==> config.mk <==
export PLATFORM = sky130hd
export DESIGN_NAME = eq_param_ctrl
export DESIGN_NICKNAME = d
export VERILOG_FILES = /design/src/rtl/eq_param_ctrl.sv
export SDC_FILE = /design/constraint.sdc
export NUM_CORES = 1
export LEC_CHECK = 0
export ABC_AREA = 0
export CORE_ASPECT_RATIO = 1.25
export CORE_MARGIN = 4
export CORE_UTILIZATION = 35
export CTS_CLUSTER_DIAMETER = 150
export DETAILED_ROUTE_END_ITERATION = 7
export DONT_BUFFER_PORTS = 1
export HOLD_SLACK_MARGIN = 0.05
export PLACE_DENSITY = 0.48
export SYNTH_ARGS = -nofsm -noshare
export SYNTH_HDL_FRONTEND = slang
export SYNTH_SLANG_ARGS = --single-unit
==> constraint.sdc <==
create_clock -name clock -period 6 [get_ports clock]
set_clock_uncertainty 0.1 [all_clocks]
set_input_delay 1.2 -clock clock [delete_from_list [all_inputs] [get_ports clock]]
set_output_delay 1.2 -clock clock [all_outputs]
set_load 0.005 [all_outputs]
==> src/rtl/eq_param_ctrl.sv <==
// Front-panel controller for the parametric EQ: edge-detects buttons, edits a per-band
// parameter table and hands each value change to the coefficient engine. Optional: AUTOREPEAT_EN.
module eq_param_ctrl #(
  parameter int          NBANDS        = 4,
  parameter int          VAL_W         = 8,
  parameter int          STEP          = 1,
  parameter int unsigned HOLD_CYCLES   = 13500000,
  parameter int unsigned REPEAT_CYCLES = 2700000,
  localparam int         BW            = (NBANDS > 1) ? $clog2(NBANDS) : 1
) (
  input  logic             clock,
  input  logic             reset,
  input  logic             btn_up,
  input  logic             btn_down,
  input  logic             btn_left,
  input  logic             btn_right,
  input  logic             btn_enter,
  output logic [BW-1:0]    band_sel,
  output logic [1:0]       param_sel,
  output logic [VAL_W-1:0] cur_value,
  output logic             upd_req,
  output logic [BW-1:0]    upd_band,
  output logic [1:0]       upd_param,
  output logic [VAL_W-1:0] upd_value,
  input  logic             upd_ack,
  output logic             busy
);

  // state | meaning
  // IDLE  | accepting presses and repeat steps, selectors editable
  // REQ   | update pending at the coefficient engine, waiting for upd_ack
  typedef enum logic {S_IDLE, S_REQ} state_t;

  localparam logic [VAL_W-1:0] STEP_V = VAL_W'(STEP);
  localparam logic [VAL_W-1:0] MAX_V  = '1;
  localparam logic [VAL_W-1:0] DEF_V  = {1'b1, {(VAL_W-1){1'b0}}};

  if (HOLD_CYCLES == 0 || REPEAT_CYCLES == 0) begin : g_bad_timing
    $error("eq_param_ctrl: HOLD_CYCLES and REPEAT_CYCLES must be nonzero");
  end

  state_t state, state_next;

  logic [4:0] btn_now, btn_prev, press;
  logic w_enter, w_up, w_down, w_right, w_left;
  logic idle, step_up, step_down, do_step, rep_fire, rep_up;
  logic [VAL_W-1:0] new_val;
  logic [VAL_W-1:0] tbl [NBANDS][3];

  assign btn_now = {btn_enter, btn_up, btn_down, btn_right, btn_left};
  assign press   = btn_now & ~btn_prev;

  always_comb begin
    w_enter = press[4];
    w_up    = press[3] & ~press[4];
    w_down  = press[2] & ~|press[4:3];
    w_right = press[1] & ~|press[4:2];
    w_left  = press[0] & ~|press[4:1];
  end

`ifdef AUTOREPEAT_EN
  logic        rep_on, rep_level;
  logic [31:0] rep_cnt;

  assign rep_level = rep_up ? btn_up : btn_down;
  assign rep_fire  = rep_on & rep_level & ~(|press) & (rep_cnt == '0);

  // Down-counter: first step HOLD_CYCLES after the press, then every REPEAT_CYCLES.
  always_ff @(posedge clock) begin
    if (reset) begin
      rep_on  <= 1'b0;
      rep_up  <= 1'b0;
      rep_cnt <= '0;
    end else if (idle && (w_up || w_down)) begin
      rep_on  <= 1'b1;
      rep_up  <= w_up;
      rep_cnt <= 32'(HOLD_CYCLES - 1);
    end else if ((|press) || !rep_level) begin
      rep_on  <= 1'b0;
      rep_cnt <= '0;
    end else if (rep_on) begin
      if (rep_cnt == '0) rep_cnt <= 32'(REPEAT_CYCLES - 1);
      else               rep_cnt <= rep_cnt - 32'd1;
    end
  end
`else
  assign rep_fire = 1'b0;
  assign rep_up   = 1'b0;
`endif

  assign idle      = (state == S_IDLE);
  assign step_up   = idle & (w_up   | (rep_fire &  rep_up));
  assign step_down = idle & (w_down | (rep_fire & ~rep_up));
  assign cur_value = tbl[band_sel][param_sel];

  always_comb begin
    new_val = cur_value;
    if (step_up)
      new_val = (cur_value > MAX_V - STEP_V) ? MAX_V : cur_value + STEP_V;
    else if (step_down)
      new_val = (cur_value < STEP_V) ? '0 : cur_value - STEP_V;
  end

  // A step that lands on the old value (saturated) produces no request.
  assign do_step = (step_up | step_down) & (new_val != cur_value);

  always_ff @(posedge clock) begin
    if (reset) state <= S_IDLE;
    else       state <= state_next;
  end

  always_comb begin
    state_next = state;
    case (state)
      S_IDLE: if (do_step) state_next = S_REQ;
      S_REQ:  if (upd_ack) state_next = S_IDLE;
      default: state_next = S_IDLE;
    endcase
  end

  always_comb begin
    upd_req = (state == S_REQ);
    busy    = (state == S_REQ);
  end

  always_ff @(posedge clock) begin
    if (reset) begin
      btn_prev  <= btn_now;
      band_sel  <= '0;
      param_sel <= 2'd0;
      upd_band  <= '0;
      upd_param <= 2'd0;
      upd_value <= '0;
      for (int b = 0; b < NBANDS; b++)
        for (int p = 0; p < 3; p++)
          tbl[b][p] <= DEF_V;
    end else begin
      btn_prev <= btn_now;
      if (idle) begin
        if (w_enter)
          band_sel <= (band_sel == BW'(NBANDS - 1)) ? '0 : band_sel + 1'b1;
        if (w_right)
          param_sel <= (param_sel == 2'd2) ? 2'd0 : param_sel + 2'd1;
        if (w_left)
          param_sel <= (param_sel == 2'd0) ? 2'd2 : param_sel - 2'd1;
        if (do_step) begin
          tbl[band_sel][param_sel] <= new_val;
          upd_band  <= band_sel;
          upd_param <= param_sel;
          upd_value <= new_val;
        end
      end
    end
  end

endmodule

### Word level (Yosys, flattened, before mapping)

Memory sizes are Yosys's and may differ from the RTL's. A register that Yosys moved wholly into a read port is not among the register bits.
Index checks and enable logic that the tools add are counted.

* $add $sub $neg: 5
* $lt $le $gt $ge: 4
* eq/ne operators: 3
* muxes and demuxes: 27
* bitwise logic cells: 13
* reductions and logical operators: 13

Operators with widths (count)
* 2-to-1 mux 24 bit: 3
* 2-to-1 mux 8 bit: 7
* OR reduction 24 bit: 1
* binary-select mux 8 bit (select 2 bit): 1
* demux 8 bit (select 2 bit): 1
* 2-to-1 mux 2 bit: 8
* adder 8 x 1 -> 8 bit, second input constant: 1
* > comparator 8 bit, second input constant: 1
* less-than comparator 8 x 1 -> 1 bit, second input constant: 1
* != test 8 bit: 1
* subtractor 8 x 1 -> 8 bit, second input constant: 1
* bitwise AND 1 bit: 7
* 2-to-1 mux 1 bit: 6
* AND reduction 2 bit: 3
* bitwise AND 5 bit: 1
* NOT 5 bit: 1
* adder 2 x 1 -> 2 bit, second input constant: 2
* equality test 2 bit, second input constant: 2
* OR reduction 4 bit: 1
* >= comparator 3 bit, second input constant: 1
* logical NOT 1 bit: 3
* less-than comparator 3 x 1 -> 1 bit, second input constant: 1
* NOT 2 -> 3 bit: 1
* OR reduction 3 bit: 1
* other kinds (8): 9

* bits in registers: 22
* memory bits (writable): 96
* input port bits: 8
* output and inout bits: 26
* memories kept: 1

Memory list
* tbl: words 4, bits a word 24, read ports 1, clocked after memory_dff 1, write ports 4, RTL line 48 `logic [VAL_W-1:0] tbl [NBANDS][3];`

### Logic depth before layout (Yosys ltp)

Gate-level depths: netlist (run 1).

* word-level depth: 16
* gate-level depth with buffers: 18
* mapped depth without buffers: 12

### Least setup slack after synthesis (run 1)

OpenSTA, ideal clock, no wires.

* kind: flip-flop to flip-flop
* from: reg with a tool-made name
* to: mem tbl[0][0] (netlist bit) (enable)
* library setup time: 0.278 ns
* arrival: 3.577 ns
* required time: 5.622 ns
* path slack: 2.045 ns
* cell stages (with the launch flop): 15
* path buffers: 4
* clock period less this slack: 3.955 ns
* path through: dfxtp_1 buf_6 buf_12 mux4_2 nand2b_1 a32oi_2 inv_2 ha_1 nand3b_1 a2111oi_4 a311o_1 nand4_4 buf_6 buf_6 a31o_1

RTL lines (RTL line)
* to (decl): 48

==> metrics.md, run 1 <==
| Metric | Value |
|---|---|
| Status | `complete, no violations` |
| Power Density | `367 nW/um^2` |
| Launch point of the worst reg-to-reg path | `param_sel[0]$_SDFFE_PP0P_` |
| VDD IR max | `between 0.2 and 0.25 mV` |
| H-Tree Depth | `4` |
| Skew-Pair Late Insertion Delay | `about 0.41 ns` |
| Fin. max-slew vios | `0` |
| Routability cong. | `between 0.8 and 0.9` |
| Final Setup Violations | `0` |
| Largest net degree at the start of global routing | `34` |
| Setup TNS | `0 ns` |
| Routed Antenna Nets | `0` |
| Reg2reg setup slack | `~1.1 ns` |
| FF+latch count, synth | `120` |
| Share of cells above drive strength 1 | `between 20 and 25%` |
| Syn nets | `~520` |
| CTS clk-pin slew, worst paths | `0.05 ns` |
| Post CTS Setup Buffer Count | `0` |
| Worst-case reg-to-reg path depth | `11` |
| CP endpoint kind | `register` |
| Hold depth | `2` |
| GRT Residual Overflow | `0` |
| Yosys top cell by area | `edfxtp_1` |
| Ys flop type | `edfxtp_1` |
| Mapped cell area | `slightly above 6000 sq um` |
| Starting density of the core | `roughly 35%` |
| Crit Path Class | `register to register` |
| Final wirelength | `16.0 mm` |
| Layout Cell Area excl Fill | `a little under 7000 sq um` |
| Vias in the first global route | `just over 4000` |
| CTS max path bufs | `2` |
| Commonest cells after routing, fill and taps aside | `edfxtp_1 (96), nor2_1 (94), nand2_1 (23), dfxtp_1 (23), mux2i_1 (22)` |
| Setup crit start kind | `register` |
| Final worst slack | `~1.1 ns` |
| Max-Cap Viols | `0` |
| Top cells by area, synth | `edfxtp_1 (47%), dfxtp_1 (7.8%), nor2_1 (5.7%)` |
| Post-synth EDFFs | `between 90 and 100` |
| First-pass GRT wire length | `24.9 mm` |
| Initial antenna violation count | `0` |
| Ys async rst share | `0%` |
| Met3 usage | `~4.0%` |
| Worst Min Path Start | `upd_band[1]$_SDFFE_PP0N_` |
| Hpwl dp | `11.5 mm` |
| Cts hold-fix bufs | `0` |
| Vias | `~3900` |
| CTS tree | `yes` |
| Vias/cell | `approximately 5.4` |
| Met2 Use GR | `a little under a third` |
| Placed cell area | `6250 sq um` |
| Worst-margin pin slew | `approximately 1.0 ns` |
| RSZ-0062 raised after global routing | `no` |
| Die footprint | `19900 sq um` |
| Yosys cell types | `73` |
| Gr usage total | `16.8%` |
| Hold Path Class | `register to register` |
| Hold path endpoint | `upd_band[1]$_SDFFE_PP0N_` |
| ANT cells | `0` |
| Core Rows | `54` |
| Drt first pass iters | `5` |
| Die Wd | `roughly 130 um` |
| Gate Count Post-Synth | `between 400 and 500` |
| Ports | `34` |
| Cts repair resizes | `0` |
| WL/cell | `~22 um` |
| Area of the core | `roughly 17000 sq um` |
| Final nets | `roughly 510` |
| Commonest non-fill, non-tap cell in the layout | `edfxtp_1` |
| Leakage | `about 2.1 nW` |
| Synthesis Warnings | `0` |
| CTS sink cnt | `120` |
| Crit share post-route | `a little over 80%` |
| Syn avg cell area | `between 10 and 15 sq um` |
| Die Y | `157 um` |
| Met1 usage | `approximately a fifth` |
| Post-synth top area share | `a little under half` |
| DR DRC count | `0` |
| Port bufs | `0` |
| Worst EP arrival | `4.96 ns` |
| F_max | `roughly 200 MHz` |
| Busiest grt layer | `met2` |
| Num CTS Buffers | `17` |
| Max transition margin | `30.0%` |
| Post-synthesis sequential area ratio | `between 50% and 60%` |
| Worst-path maximum fanout | `33` |
| Synthesis-to-finish area growth | `9.70%` |
| Data required, critical path | `just over 6 ns` |
| Clk root buf | `clkbuf_16` |
| RR Endpoint | `tbl[2][13]$_SDFFCE_PN0P_` |
| Final hold viol count | `0` |
| Pre-CTS setup slack | `between 1 and 1.5 ns` |
| Initial DRC count | `about 320` |
| Min cycle time layout | `around 4.9 ns` |
-- where the power goes --
group	leakage, nW	total (W)	internal [W]	switching, W
Sequential	1.15	0.000997	0.000961	0.0000369
Combinational	0.728	0.000575	0.000175	0.000400
Clock	0.269	0.000915	0.000553	0.000363
Total	2.15	0.00249	0.00169	0.000799
-- kinds of logic (layout without fill, tap and decap cells) --
family / Yosys count / after routing / synth area share (%)
muxes: 37 / 37 / 9.03
AOI/OAI and AO/OA: 73 / 73 / 11.4
DFF: 120 / 120 / 54.4
and+or+nand+nor: 202 / 202 / 17.1
adders and majority gates: 11 / 11 / 2.23
buffers and inverters: 56 / 62 / 5.81
-- layer usage --
metal | up-vias | share of wire (%)
met2 | 135 | 54
li1 | 1824 | -
met4 | 0 | 1.1
met3 | 12 | 5.9
met1 | 1957 | 39
met5 | - | 0
-- final cells by class --
cell class	instances	area (sq um)
multi-input cells	323	2460
inverters	22	82.6
clock inverters	10	68.8
repair buffers	8	60.1
well taps	224	280
fillers	1699	10700
flip-flops and latches	120	3360
clock buffers	22	465
-- worst max-delay path, cell delays in order (launching register included) --
cell       delay (ns)
dfxtp_1          0.48
nor2b_1          0.62
a221oi_1         0.19
a32oi_2          0.35
inv_2            0.19
ha_1             0.23
nand3b_1         0.22
a2111oi_4        0.57
a311o_1          0.31
nand4_4          0.45
o221ai_2         0.80
nor2_1           0.12
-- how the worst max path moves through the flow --
| stage | startpoint | endpoint | slack [ns] |
|---|---|---|---|
| finish | param_sel[0]$_SDFFE_PP0P_ | tbl[2][13]$_SDFFCE_PN0P_ | 1.07 |
| detailed placement | param_sel[0]$_SDFFE_PP0P_ | tbl[2][13]$_SDFFCE_PN0P_ | 1.06 |
| global placement | register | tbl[3][13]$_SDFFCE_PN0P_ | 1.18 |
| global route | param_sel[0]$_SDFFE_PP0P_ | tbl[1][5]$_SDFFCE_PN0P_ | 0.70 |
| CTS | param_sel[0]$_SDFFE_PP0P_ | tbl[2][13]$_SDFFCE_PN0P_ | 1.04 |
| floorplan | register | tbl[0][0]$_SDFFCE_PN0P_ | 2.05 |
-- registers in the layout, summed over array words and instances (netlist names), named ones only --
signal / cells
band_sel: 2
param_sel: 2
btn_prev: 5
busy: 1
tbl: 96
upd_band: 2
upd_value: 8
upd_param: 2
-- through the flow --
stage | total power [W] | hold slack, ns | utilization, % | instances
after CTS | 0.00251 | 0.444 | 38.9 | 729
final | 0.00249 | 0.436 | 38.9 | 729
after global routing | 0.00260 | 0.482 | 38.9 | 729
after detailed placement | 0.00160 | 0.433 | 35.8 | 697
after global placement | 0.00159 | 0.418 | 35.8 | 697
after floorplan | 0.00146 | 0.385 | - | 499
-- synthesized netlist by cell type, drive strengths merged, types with 4 or more instances --
cell type and n:
nor2b 11, mux2i 22, or2 8, nor3 6
dfxtp 24, nand2 23, clkbuf 7, a221oi 4
mux4 15, inv 22, o21ai 7, buf 27
a21oi 12, nand3 21, ha 11, nand2b 7
edfxtp 96, a31o 13, or3 4, nor2 103
o31ai 4
Note: power is estimated with default switching activity, not from simulation.
==> run 2, diff against run 1 <==
Clock period 6 ns to 4.8 ns, I/O delays scaled along.
==> run 2 against run 1 <==
Wire length grew 1.9%. Cell count grew 1.6%. Core utilization grew 0.96 points. Non-clock buffer count grew 12. Sequential power grew 26%. Design area grew 2.5%. Total power grew 32%. Sequential cell count is the same. Worst setup slack lost 0.62 ns. Die area is the same. Register-to-register slack lost 0.62 ns. Critical path type unchanged.
==> metrics.md, run 2 (synthesis gave the netlist of run 1 again) <==
| Metric | Value |
|---|---|
| Status | `complete, no violations` |
| Crit-path cells | `nor2b_2 > a22oi_1 > a31o_4 > inv_1 > ha_1 > nand2_1 > or4_1 > o21bai_4 > nand4_4 > buf_4 > a21boi_2 > buf_4 > nand3_1` |
| Commonest cells after routing, fill and taps aside | `edfxtp_1 (96), nor2_1 (94), nand2_1 (23), dfxtp_1 (23), mux2i_1 (22)` |
| Post CTS Setup Buffer Count | `0 (unchanged)` |
| Number of cells after detailed placement | `709 (+1.7%)` |
| Ports | `34 (unchanged)` |
| First-pass GRT wire length | `25.5 mm (+2.5%)` |
| Max FFs per register | `96 (unchanged)` |
| Vias in the first global route | `4178 (+1.0%)` |
| Port bufs | `0 (unchanged)` |
| Crit share post-route | `90.6% (+8.4 points)` |
| Final Setup Violations | `0 (unchanged)` |
| Share of cells above drive strength 1 | `23.6% (+2.8 points)` |
| Die Wd | `127 um (unchanged)` |
| Hpwl dp | `12.0 mm (+4.6%)` |
| Synthesis-to-finish area growth | `12.4%` |
| RSZ-0062 raised after global routing | `no` |
| Routability cong. | `0.864 (-1.5%)` |
| Die footprint | `19900 sq um (unchanged)` |
| Area of the multi-input gates | `2460 sq um (+0.10%)` |
| CTS tree | `yes` |
| Largest Register | `tbl` |
| Data required, critical path | `4.83 ns (-1.20 ns)` |
| Gr usage total | `17.1% (+0.33 points)` |
| Vias | `3989 (+1.6%)` |
| Min cycle time layout | `4.35 ns (-0.580 ns)` |
| Routed Antenna Nets | `0 (unchanged)` |
| Power Density | `474 nW/um^2 (+29%)` |
| Initial DRC count | `295 (-9.0%)` |
| Top flop regs | `tbl (96), upd_value (8), btn_prev (5)` |
| Skew-Pair Late Insertion Delay | `0.41 ns (about the same)` |
| Max transition margin | `37.9% (+8.0 points)` |
| Fin. max-slew vios | `0 (unchanged)` |
| Final wirelength | `16.3 mm (+1.9%)` |
| Hold Path Class | `register to register` |
| CTS clk-pin slew, worst paths | `0.06 ns (about the same)` |
| DR DRC count | `0 (unchanged)` |
| Area of the core | `17400 sq um (unchanged)` |
| Clk root buf | `clkbuf_16` |
| Crit Path Class | `register to register` |
| Slowest CP cell | `dfxtp_1` |
| ANT cells | `0 (unchanged)` |
| Core Rows | `54 (unchanged)` |
| Post-Layout Cell Count | `741 (+1.6%)` |
| Worst-case reg-to-reg path depth | `13 (+2)` |
| CP endpoint kind | `register` |
| Critical Path Max Stage Delay | `0.68 ns (-0.12 ns)` |
| VDD IR max | `0.238 mV (+19%)` |
| Die Y | `157 um (unchanged)` |
| Cell mode on critical path | `buf_4` |
| Initial antenna violation count | `0 (unchanged)` |
| Starting density of the core | `35.5% (unchanged)` |
| Leakage | `2.24 nW (+4.3%)` |
| Tot Pwr | `0.00329 W (+32%)` |
| Final worst slack | `0.452 ns (-0.620 ns)` |
| GRT Residual Overflow | `0 (unchanged)` |
| Pre-CTS setup slack | `0.277 ns (-0.788 ns)` |
| Commonest non-fill, non-tap cell in the layout | `edfxtp_1` |
| Register Area | `3360 sq um (unchanged)` |
| Num CTS Buffers | `17 (unchanged)` |
| Fill count | `1694 (-0.29%)` |
| Final hold viol count | `0 (unchanged)` |
| Worst-margin pin slew | `0.925 ns (-0.118 ns)` |
| Setup crit start kind | `register` |
| Vias/cell | `5.38 (about the same)` |
| Cts hold-fix bufs | `0 (unchanged)` |
| WL/cell | `22.0 um (+0.28%)` |
| Max-Cap Viols | `0 (unchanged)` |
| H-Tree Depth | `4 (unchanged)` |
| F_max | `230 MHz (+13%)` |
| Setup TNS | `0 ns (unchanged)` |
| Worst EP arrival | `4.38 ns (-0.58 ns)` |
| CTS max path bufs | `2 (unchanged)` |
| Final nets | `523 (+2.3%)` |
| CTS sink cnt | `120 (unchanged)` |
| Final Core Density | `39.9% (+0.96 points)` |
| Drt first pass iters | `5 (unchanged)` |
| Cts repair resizes | `0 (unchanged)` |
| Largest net degree at the start of global routing | `33 (-2.9%)` |
| Worst-path maximum fanout | `28 (-15%)` |
| Hold depth | `2 (unchanged)` |
## run 2: cell types whose count changed in the layout (fill, tap and decap cells not counted), sizes merged
cell,previous run,this run
inv,26,30
clkbuf,22,18
buf,8,20
bufinv,0,1
clkinv,6,5
## run 2: final cells by class
cell class	instances	share of cell area, %
clock buffers	18	6.48
clock inverters	14	1.93
multi-input cells	323	35.4
flip-flops and latches	120	48.4
inverters	22	1.19
well taps	224	4.03
repair buffers	20	2.52
## run 2: path summary, 6_finish.rpt
path,from,endpoint,slack (ns)
setup / recovery,register,tbl[3][15]$_SDFFCE_PN1P_,0.45
hold / removal,upd_band[1]$_SDFFE_PP0N_,upd_band[1]$_SDFFE_PP0N_,0.44
setup reg to reg,register,tbl[3][15]$_SDFFCE_PN1P_,0.45
hold reg to reg,upd_band[1]$_SDFFE_PP0N_,upd_band[1]$_SDFFE_PP0N_,0.44
## run 2: through the flow
stage	area, sq um	hold WS (ns)
after global placement	6360	0.425
final	6950	0.443
after detailed placement	6360	0.439
after floorplan	6180	0.385
after CTS	6950	0.453
after global routing	6950	0.449
## run 2: per-layer routing
metal	global-route usage (%)	wire length (um)
met1	20.0	6400
met2	30.8	8790
met3	4.10	749
met4	6.03	365
met5	0	0
## run 2: critical path: cells and delay by family, from the launching register on
kind                       cells  cell delay [ns]
adders and majority gates      1             0.20
DFF                            1             0.68
buffers and inverters          3             0.70
AOI/OAI and AO/OA              4             1.00
and+or+nand+nor                5             1.35
## run 2: report_power, final
group          switching (W)  total [W]  internal [W]
Combinational       0.000513   0.000774      0.000261
Sequential         0.0000584    0.00126       0.00120
Clock               0.000504    0.00126      0.000755
Total                0.00107    0.00329       0.00222
